[config.mk]
export PLATFORM = sky130hd
export DESIGN_NAME = spi_shift_register
export DESIGN_NICKNAME = d
export VERILOG_FILES = /design/src/rtl/spi_shift_register.sv
export SDC_FILE = /design/constraint.sdc
export NUM_CORES = 1
export LEC_CHECK = 0
export BUFFER_PORTS_ARGS = -buffer_cell sky130_fd_sc_hd__buf_4
export CAP_MARGIN = 20
export CORE_UTILIZATION = 63
export CTS_BUF_LIST = sky130_fd_sc_hd__clkbuf_4 sky130_fd_sc_hd__clkbuf_8
export DETAILED_ROUTE_END_ITERATION = 10
export GPL_TIMING_DRIVEN = 0
export HOLD_SLACK_MARGIN = 0.12
export PLACE_DENSITY_LB_ADDON = 0.05
export SETUP_SLACK_MARGIN = 0.05
export SLEW_MARGIN = 0
export SYNTH_ARGS = -nofsm -noshare
export SYNTH_HDL_FRONTEND = slang
export SYNTH_SLANG_ARGS = --single-unit
[constraint.sdc]
create_clock -name PCLK -period 3.15 [get_ports PCLK]
set_input_delay 0.1575 -clock PCLK [delete_from_list [all_inputs] [get_ports PCLK]]
set_output_delay 0.1575 -clock PCLK [all_outputs]
set_load 0.005 [all_outputs]
[src/rtl/spi_shift_register.sv]
// SPI shift register: serialises a byte onto mosi and assembles a byte from miso,
// driven by the edge strobes of an external baud rate generator.
module spi_shift_register (
  input  logic       PCLK,
  input  logic       PRESET,
  input  logic       ss,
  input  logic       send_data,
  input  logic       lsbfe,
  input  logic       cpol,
  input  logic       cpha,
  input  logic       flag_low,
  input  logic       flags_low,
  input  logic       flag_high,
  input  logic       flags_high,
  input  logic       miso,
  input  logic [7:0] data_mosi,
  output logic       mosi,
  output logic [7:0] data_miso,
  output logic       receive_data
);

  typedef enum logic [1:0] {
    IDLE   = 2'd0,
    LOADED = 2'd1,
    XFER   = 2'd2
  } state_t;

  state_t     state_r;
  state_t     state_next_s;
  logic [7:0] tx_r;
  logic [7:0] rx_r;
  logic [7:0] rx_byte_s;
  logic [2:0] tx_cnt_r;
  logic [2:0] rx_cnt_r;
  logic [2:0] tx_idx_s;
  logic [2:0] rx_idx_s;
  logic       sel_s;
  logic       drive_evt_s;
  logic       sample_evt_s;
  logic       load_tx_s;
  logic       clr_cnt_s;
  logic       shift_out_s;
  logic       shift_in_s;
  logic       done_s;

  function automatic logic [2:0] bit_index(input logic [2:0] cnt, input logic lsb_first);
    logic [2:0] idx;
    if (lsb_first) begin
      idx = cnt;
    end else begin
      idx = 3'd7 - cnt;
    end
    return idx;
  endfunction

  // Event selection and bit addressing; rx_byte_s already contains the current miso bit
  always_comb begin
    sel_s = cpol ^ cpha;
    if (sel_s) begin
      drive_evt_s  = flags_high;
      sample_evt_s = flag_low;
    end else begin
      drive_evt_s  = flags_low;
      sample_evt_s = flag_high;
    end
    tx_idx_s            = bit_index(tx_cnt_r, lsbfe);
    rx_idx_s            = bit_index(rx_cnt_r, lsbfe);
    rx_byte_s           = rx_r;
    rx_byte_s[rx_idx_s] = miso;
  end

  // Next-state and datapath control
  always_comb begin
    state_next_s = state_r;
    load_tx_s    = 1'b0;
    clr_cnt_s    = 1'b0;
    shift_out_s  = 1'b0;
    shift_in_s   = 1'b0;
    done_s       = 1'b0;
    case (state_r)
      IDLE: begin
        if (send_data) begin
          state_next_s = LOADED;
          load_tx_s    = 1'b1;
          clr_cnt_s    = 1'b1;
        end else begin
          state_next_s = IDLE;
        end
      end
      LOADED: begin
        if (send_data) begin
          state_next_s = LOADED;
          load_tx_s    = 1'b1;
          clr_cnt_s    = 1'b1;
        end else if (!ss) begin
          state_next_s = XFER;
        end else begin
          state_next_s = LOADED;
        end
      end
      XFER: begin
        if (ss) begin
          // abort: mosi and data_miso keep their values
          state_next_s = IDLE;
          clr_cnt_s    = 1'b1;
        end else begin
          shift_out_s = drive_evt_s;
          shift_in_s  = sample_evt_s;
          if (sample_evt_s && (rx_cnt_r == 3'd7)) begin
            state_next_s = IDLE;
            done_s       = 1'b1;
            clr_cnt_s    = 1'b1;
          end else begin
            state_next_s = XFER;
          end
        end
      end
      default: begin
        state_next_s = IDLE;
        clr_cnt_s    = 1'b1;
      end
    endcase
  end

  // State register
  always_ff @(posedge PCLK or posedge PRESET) begin
    if (PRESET) begin
      state_r <= IDLE;
    end else begin
      state_r <= state_next_s;
    end
  end

  // Transmit register and serial output
  always_ff @(posedge PCLK or posedge PRESET) begin
    if (PRESET) begin
      tx_r <= 8'h00;
      mosi <= 1'b0;
    end else begin
      if (load_tx_s) begin
        tx_r <= data_mosi;
      end
      if (shift_out_s) begin
        mosi <= tx_r[tx_idx_s];
      end
    end
  end

  // Bit counters; completion and abort take priority over increments
  always_ff @(posedge PCLK or posedge PRESET) begin
    if (PRESET) begin
      tx_cnt_r <= 3'd0;
      rx_cnt_r <= 3'd0;
    end else if (clr_cnt_s) begin
      tx_cnt_r <= 3'd0;
      rx_cnt_r <= 3'd0;
    end else begin
      if (shift_out_s) begin
        tx_cnt_r <= tx_cnt_r + 3'd1;
      end
      if (shift_in_s) begin
        rx_cnt_r <= rx_cnt_r + 3'd1;
      end
    end
  end

  // Receive register, completed byte and its strobe
  always_ff @(posedge PCLK or posedge PRESET) begin
    if (PRESET) begin
      rx_r         <= 8'h00;
      data_miso    <= 8'h00;
      receive_data <= 1'b0;
    end else begin
      if (shift_in_s) begin
        rx_r <= rx_byte_s;
      end
      if (done_s) begin
        data_miso <= rx_byte_s;
      end
      receive_data <= done_s;
    end
  end

endmodule

* Word level (Yosys, flattened, before mapping)
Index checks and enable logic that the tools add are counted.
** Word-level totals
- Register bits :: 34
- Input bits :: 20
- Output and inout port bits :: 10
** Operators by class
- Bitwise operators :: 1
- Reductions and logical operators :: 6
- Muxes and demuxes :: 30
- Equal/unequal tests :: 3
- $add $sub $neg :: 4
- $lt $le $gt $ge :: 3
** Operator list (number)
- two-way mux 3 bit :: 6
- two-way mux 1 bit :: 15
- bitwise mux 8 bit :: 1
- < comparator 3 x 4 -> 1 bit, second input constant :: 2
- two-way mux 2 bit :: 4
- adder 3 x 1 -> 3 bit, second input constant :: 2
- case mux 2 bit (3 select lines) :: 1
- subtractor 3 bit, first input constant :: 2
- nonzero test 2 bit :: 2
- binary-select mux 1 bit (select 3 bit) :: 1
- demux 1 bit (select 3 bit) :: 1
- equality test 3 bit, second input constant :: 1
- >= comparator 3 x 1 -> 1 bit, second input constant :: 1
- equality test 2 x 1 -> 1 bit, second input constant :: 1
- equality test 2 bit, second input constant :: 1
- logical AND 1 bit :: 2
- zero test 2 bit :: 1
- case mux 1 bit (2 select lines) :: 1
- OR reduction 2 bit :: 1
- XOR 1 bit :: 1

* Depth between registers and ports, before layout
- Word-level depth :: 7
- Mapped depth :: 7

* Least setup slack after synthesis
Ideal clock, no wire load.
- Path kind :: register to register
- Start point :: register rx_cnt_r[2]
- End point :: register rx_r[4]
- Required time :: 3025 ps
- Cell stages (with the launch flop) :: 6
- Setup slack :: 1554 ps
- Arrival time :: 1472 ps
- Cells stage by stage :: dfrtp_1 > clkbuf_1 > nor4b_1 > o21ai_0 > o221a_2 > mux2_2
** Between the ends
- Word-level cells in the longest chain between the ends :: 7
- Elaborated cells between the ends (all ways) :: 8
- Those cells by class :: add/sub: 1; order compare: 2; mux: 4; reduce/logical: 1
** Ends and longest elaborated chain
- start: declaration :: line 34 : logic [2:0] rx_cnt_r;
- start signal: assignment :: line 162 : rx_cnt_r <= rx_cnt_r + 3'd1;
- subtractor 3 bit :: line 51 : idx = 3'd7 - cnt;
- two-way mux 3 bit * :: line 48 : if (lsb_first) begin
- < comparator 3 x 4 -> 1 bit (implied by the code) or >= comparator 3 x 1 -> 1 bit (tied branches) :: line 69 : rx_byte_s[rx_idx_s] = miso;
- logical AND 1 bit (implied by the code) :: line 69
- two-way mux 1 bit (implied by the code) :: line 69
- demux 1 bit (select 3 bit) * :: line 69
- bitwise mux 8 bit * :: line 69
- end signal: assignment :: line 175 : rx_r <= rx_byte_s;
- end: declaration :: line 31 : logic [7:0] rx_r;
Every way passes the cells marked *; elsewhere a longest branch is shown, timed or not.
A chain may end at the register's enable or synchronous reset.

* Worst setup path in the final report
- Start point :: register rx_cnt_r[2]
- End point :: register rx_r[2]
The elaborated chain is that of the path after synthesis.

==> flow_metrics.tcl <==
set metrics [dict create \
    width_of_the_chip_um 59 \
    finalHoldViolations 0 \
    setup_tns_ns 0 \
    detailedPlace.worstSlack_ns 1.174 \
    post_cts_resize_count 0 \
    synth_seq_cells 34 \
    n_antenna_cell 0 \
    coreArea_um2 3078 \
    cp_required_ns 3.39 \
    synth.distinct_cells 48 \
    clock_sink_count 34 \
    final_nets 269 \
    syn_area_per_cell_um2 10.34 \
    grt_start_max_net_pins 24 \
    drt_pre_antenna_iters 4 \
    place.detailed.hpwl_mm 3.274 \
    detail_route.iter0.violations 94 \
    leakage_power_total_nw 1.150 \
    final-max-slew-violation-count 0 \
    synth-edff-count 0 \
    crit_fanout 10 \
    worstPathBufferInverterCount 1 \
    drt-wirelength-per-cell_um 16.23 \
    postRouteAntennaNets 0 \
    critical_path.endpoint_type "flop" \
    drt-total-wl_mm 4.724 \
    gp_congestion 0.8485 \
    drc 0 \
    synthToLayoutAreaGrowth_pct 23.29 \
    final-setup-viol-count 0 \
    buffer_ports.inserted 28 \
    global_route.usage.total_pct 31.41 \
    share_of_flip_flops_with_an_asynchronous_set_or_reset_pct 100.0 \
    htreeDepth 2 \
    path_cells "clkbuf_1 -> nor4b_1 -> o21ai_0 -> o221a_2 -> mux2_2" \
    row_count 20 \
    timing.fmax_ghz 0.4932 \
    crit_path_start "rx_cnt_r[2]" \
    path_clk_slew_ns 0.10 \
    synth.net_count 221 \
    start_util_pct 66.50 \
    design.die.area_um2 3481 \
    ioPinCount 30 \
    seq_area_frac_synth_pct 41.56 \
    antenna_found_initial 0 \
    rr_startpoint "rx_cnt_r[2]" \
    grt_pass1_vias 1782 \
    rsz0062_at_grt "no" \
    yosys_warnings 0 \
    height_of_the_die_um 59 \
    min_path_type "input port to flop" \
    worst_case_clock_skew_ns 0.004145 \
    tightest_slew_ns 0.5458 \
    layout-drive-gt1-share_pct 32.79 \
    vias 1757 \
    critPathKind "flop to flop" \
    via_per_inst 6.038 \
    worst_slack_ns 1.123 \
    min_period_over_period_pct 64.36 \
    critical-path-slowest-cell "sky130_fd_sc_hd__nor4b_1" \
    cts_tree "yes" \
    syn-instance-count 198 \
    critPathLaunchType "flop" \
    syn-cell-area_um2 2047 \
    run_status "complete, no violations" \
    clock_root_buffer "sky130_fd_sc_hd__clkbuf_4" \
    cts_setup_buffers 0 \
    cap_viol_max_count 0 \
    finalCriticalPeriod_ns 2.027 \
    ctsLongestPathBuffers 2 \
    crit_family "simple AND/OR/NAND/NOR gates" \
    total_power_divided_by_cell_area_nw_per_um2 369.6 \
    vdd_ir_drop_max_mv 0.2672 \
    timing.critical_path.slowest_cell_delay_ns 0.55 \
    tritoncts_buffer_count 5 \
    synth_flop_cell "sky130_fd_sc_hd__dfrtp_1" \
    clock_latency_ns 0.34 \
    timing.critical_path.arrival_ns 2.27 \
    gr-total-overflow 0 \
    slew_headroom_pct 62.57 \
    grt_first_pass_wirelength_mm 8.024 \
    hp-start "flag_high" \
]
routing by layer:
metal  track usage, %  vias to the layer above  wire length (um)
li1                 -                      825                 -
met1            39.63                      851              2023
met2            52.44                       72              2377
met3            7.205                        9               250
met4            12.24                        0                73
met5                0                        -                 0
report_power, final:
group	switching (mW)	total [mW]	internal, mW	leakage (nW)
clock network	0.145	0.262	0.117	0.0387
registers	0.0287	0.497	0.468	0.451
logic	0.0773	0.174	0.0963	0.660
total	0.251	0.933	0.681	1.15
cells in the final DEF, fill, tap and decap left out, types with 2 or more instances in the layout:
cell type / n
sky130_fd_sc_hd__nor3_1: 5
sky130_fd_sc_hd__nor3b_1: 2
sky130_fd_sc_hd__buf_2: 2
sky130_fd_sc_hd__nor2b_1: 8
sky130_fd_sc_hd__or2_2: 3
sky130_fd_sc_hd__nand2_1: 5
sky130_fd_sc_hd__buf_4: 29
sky130_fd_sc_hd__o221a_2: 4
sky130_fd_sc_hd__o22a_1: 3
sky130_fd_sc_hd__a22oi_1: 7
sky130_fd_sc_hd__buf_1: 2
sky130_fd_sc_hd__nand3_1: 5
sky130_fd_sc_hd__o211ai_1: 3
sky130_fd_sc_hd__a21oi_1: 5
sky130_fd_sc_hd__nor2_1: 12
sky130_fd_sc_hd__nor4b_1: 3
sky130_fd_sc_hd__a31oi_1: 2
sky130_fd_sc_hd__mux2i_1: 5
sky130_fd_sc_hd__inv_1: 9
sky130_fd_sc_hd__nand2b_1: 4
sky130_fd_sc_hd__clkbuf_4: 6
sky130_fd_sc_hd__nand3b_1: 2
sky130_fd_sc_hd__dlygate4sd3_1: 12
sky130_fd_sc_hd__ha_1: 3
sky130_fd_sc_hd__o21ai_0: 14
sky130_fd_sc_hd__mux2_2: 26
sky130_fd_sc_hd__dfrtp_1: 34
sky130_fd_sc_hd__clkbuf_1: 7
path summary, 6_finish.rpt:
kind	to	slack, ns	depth (start not counted)
setup / recovery	rx_r[2]	1.12	5
hold / removal	rx_cnt_r[2]	0.33	4
setup reg to reg	rx_r[2]	1.12	5
hold reg to reg	state_r[0]	0.51	1
max in group asynchronous	tx_r[0]	2.23	4
min in group asynchronous	data_miso[4]	0.43	3
cells by family after synthesis:
family | count (synthesis) | share of synthesized area (%)
muxes | 33 | 18.52
xor gates and xnor gates | 2 | 1.223
AOI/OAI and AO/OA | 46 | 15.65
DFF | 34 | 41.56
buffers and inverters | 22 | 4.401
adders and majority gates | 3 | 1.834
and+or+nand+nor | 58 | 16.81
registers in the layout, summed over array words and instances, names as in the netlist:
name and flops:
rx_r 8, rx_cnt_r 3, tx_cnt_r 3, mosi 1, state_r 2, receive_data 1, data_miso 8, tx_r 8
cell type report:
type	instances	area (um2)
Multi-Input combinational cell	142	1106
Timing Repair Buffer	41	357.8
Fill cell	192	554.3
Clock buffer	7	58.81
Sequential cell	34	850.8
Tap cell	44	55.05
Inverter	9	33.78
Clock inverter	1	5.005
Buffer	13	56.30
what timing repair did:
| action | in CTS | in global routing |
|---|---|---|
| hold buffers | 12 | 0 |
| endpoints found under the setup margin | 0 | 0 |
| endpoints found under the hold margin | 21 | 0 |
tightest hold or removal path, cell delays in order:
cell and delay, ns:
sky130_fd_sc_hd__buf_4 0.09, sky130_fd_sc_hd__mux2_2 0.16, sky130_fd_sc_hd__nand3_1 0.08, sky130_fd_sc_hd__a22oi_1 0.14
Yosys cell counts, drive strengths merged, types with 2 or more instances:
cell type	instances	area share, %
a21oi	5	1.2
a22oi	7	2.6
a31oi	2	0.61
buf	5	1.2
clkbuf	8	1.5
dfrtp	34	42
ha	3	1.8
inv	9	1.7
mux2	26	14
mux2i	6	3.1
nand2	5	0.92
nand2b	4	1.2
nand3	5	1.2
nand3b	2	0.73
nor2	13	2.5
nor2b	8	2.4
nor3	6	2.0
nor3b	2	0.73
nor4b	3	1.3
o211ai	3	1.1
o21ai	15	3.7
o221a	4	2.2
o22a	3	1.3
or2	3	0.92
or3	2	0.67
stage by stage:
| stage | hold WS (ns) | utilization, % | total power [mW] | cells | area (um2) |
|---|---|---|---|---|---|
| global placement | 0.3338 | 75.12 | 0.6465 | 270 | 2312 |
| detailed placement | 0.2337 | 76.02 | 0.6632 | 271 | 2340 |
| global route | 0.3589 | 81.99 | 0.9755 | 291 | 2524 |
| finish | 0.3263 | 81.99 | 0.9327 | 291 | 2524 |
| CTS | 0.3124 | 81.99 | 0.9348 | 291 | 2524 |
| floorplan | 0.2206 | - | 0.6020 | 198 | 2047 |
(Power assumes the default switching activity.)
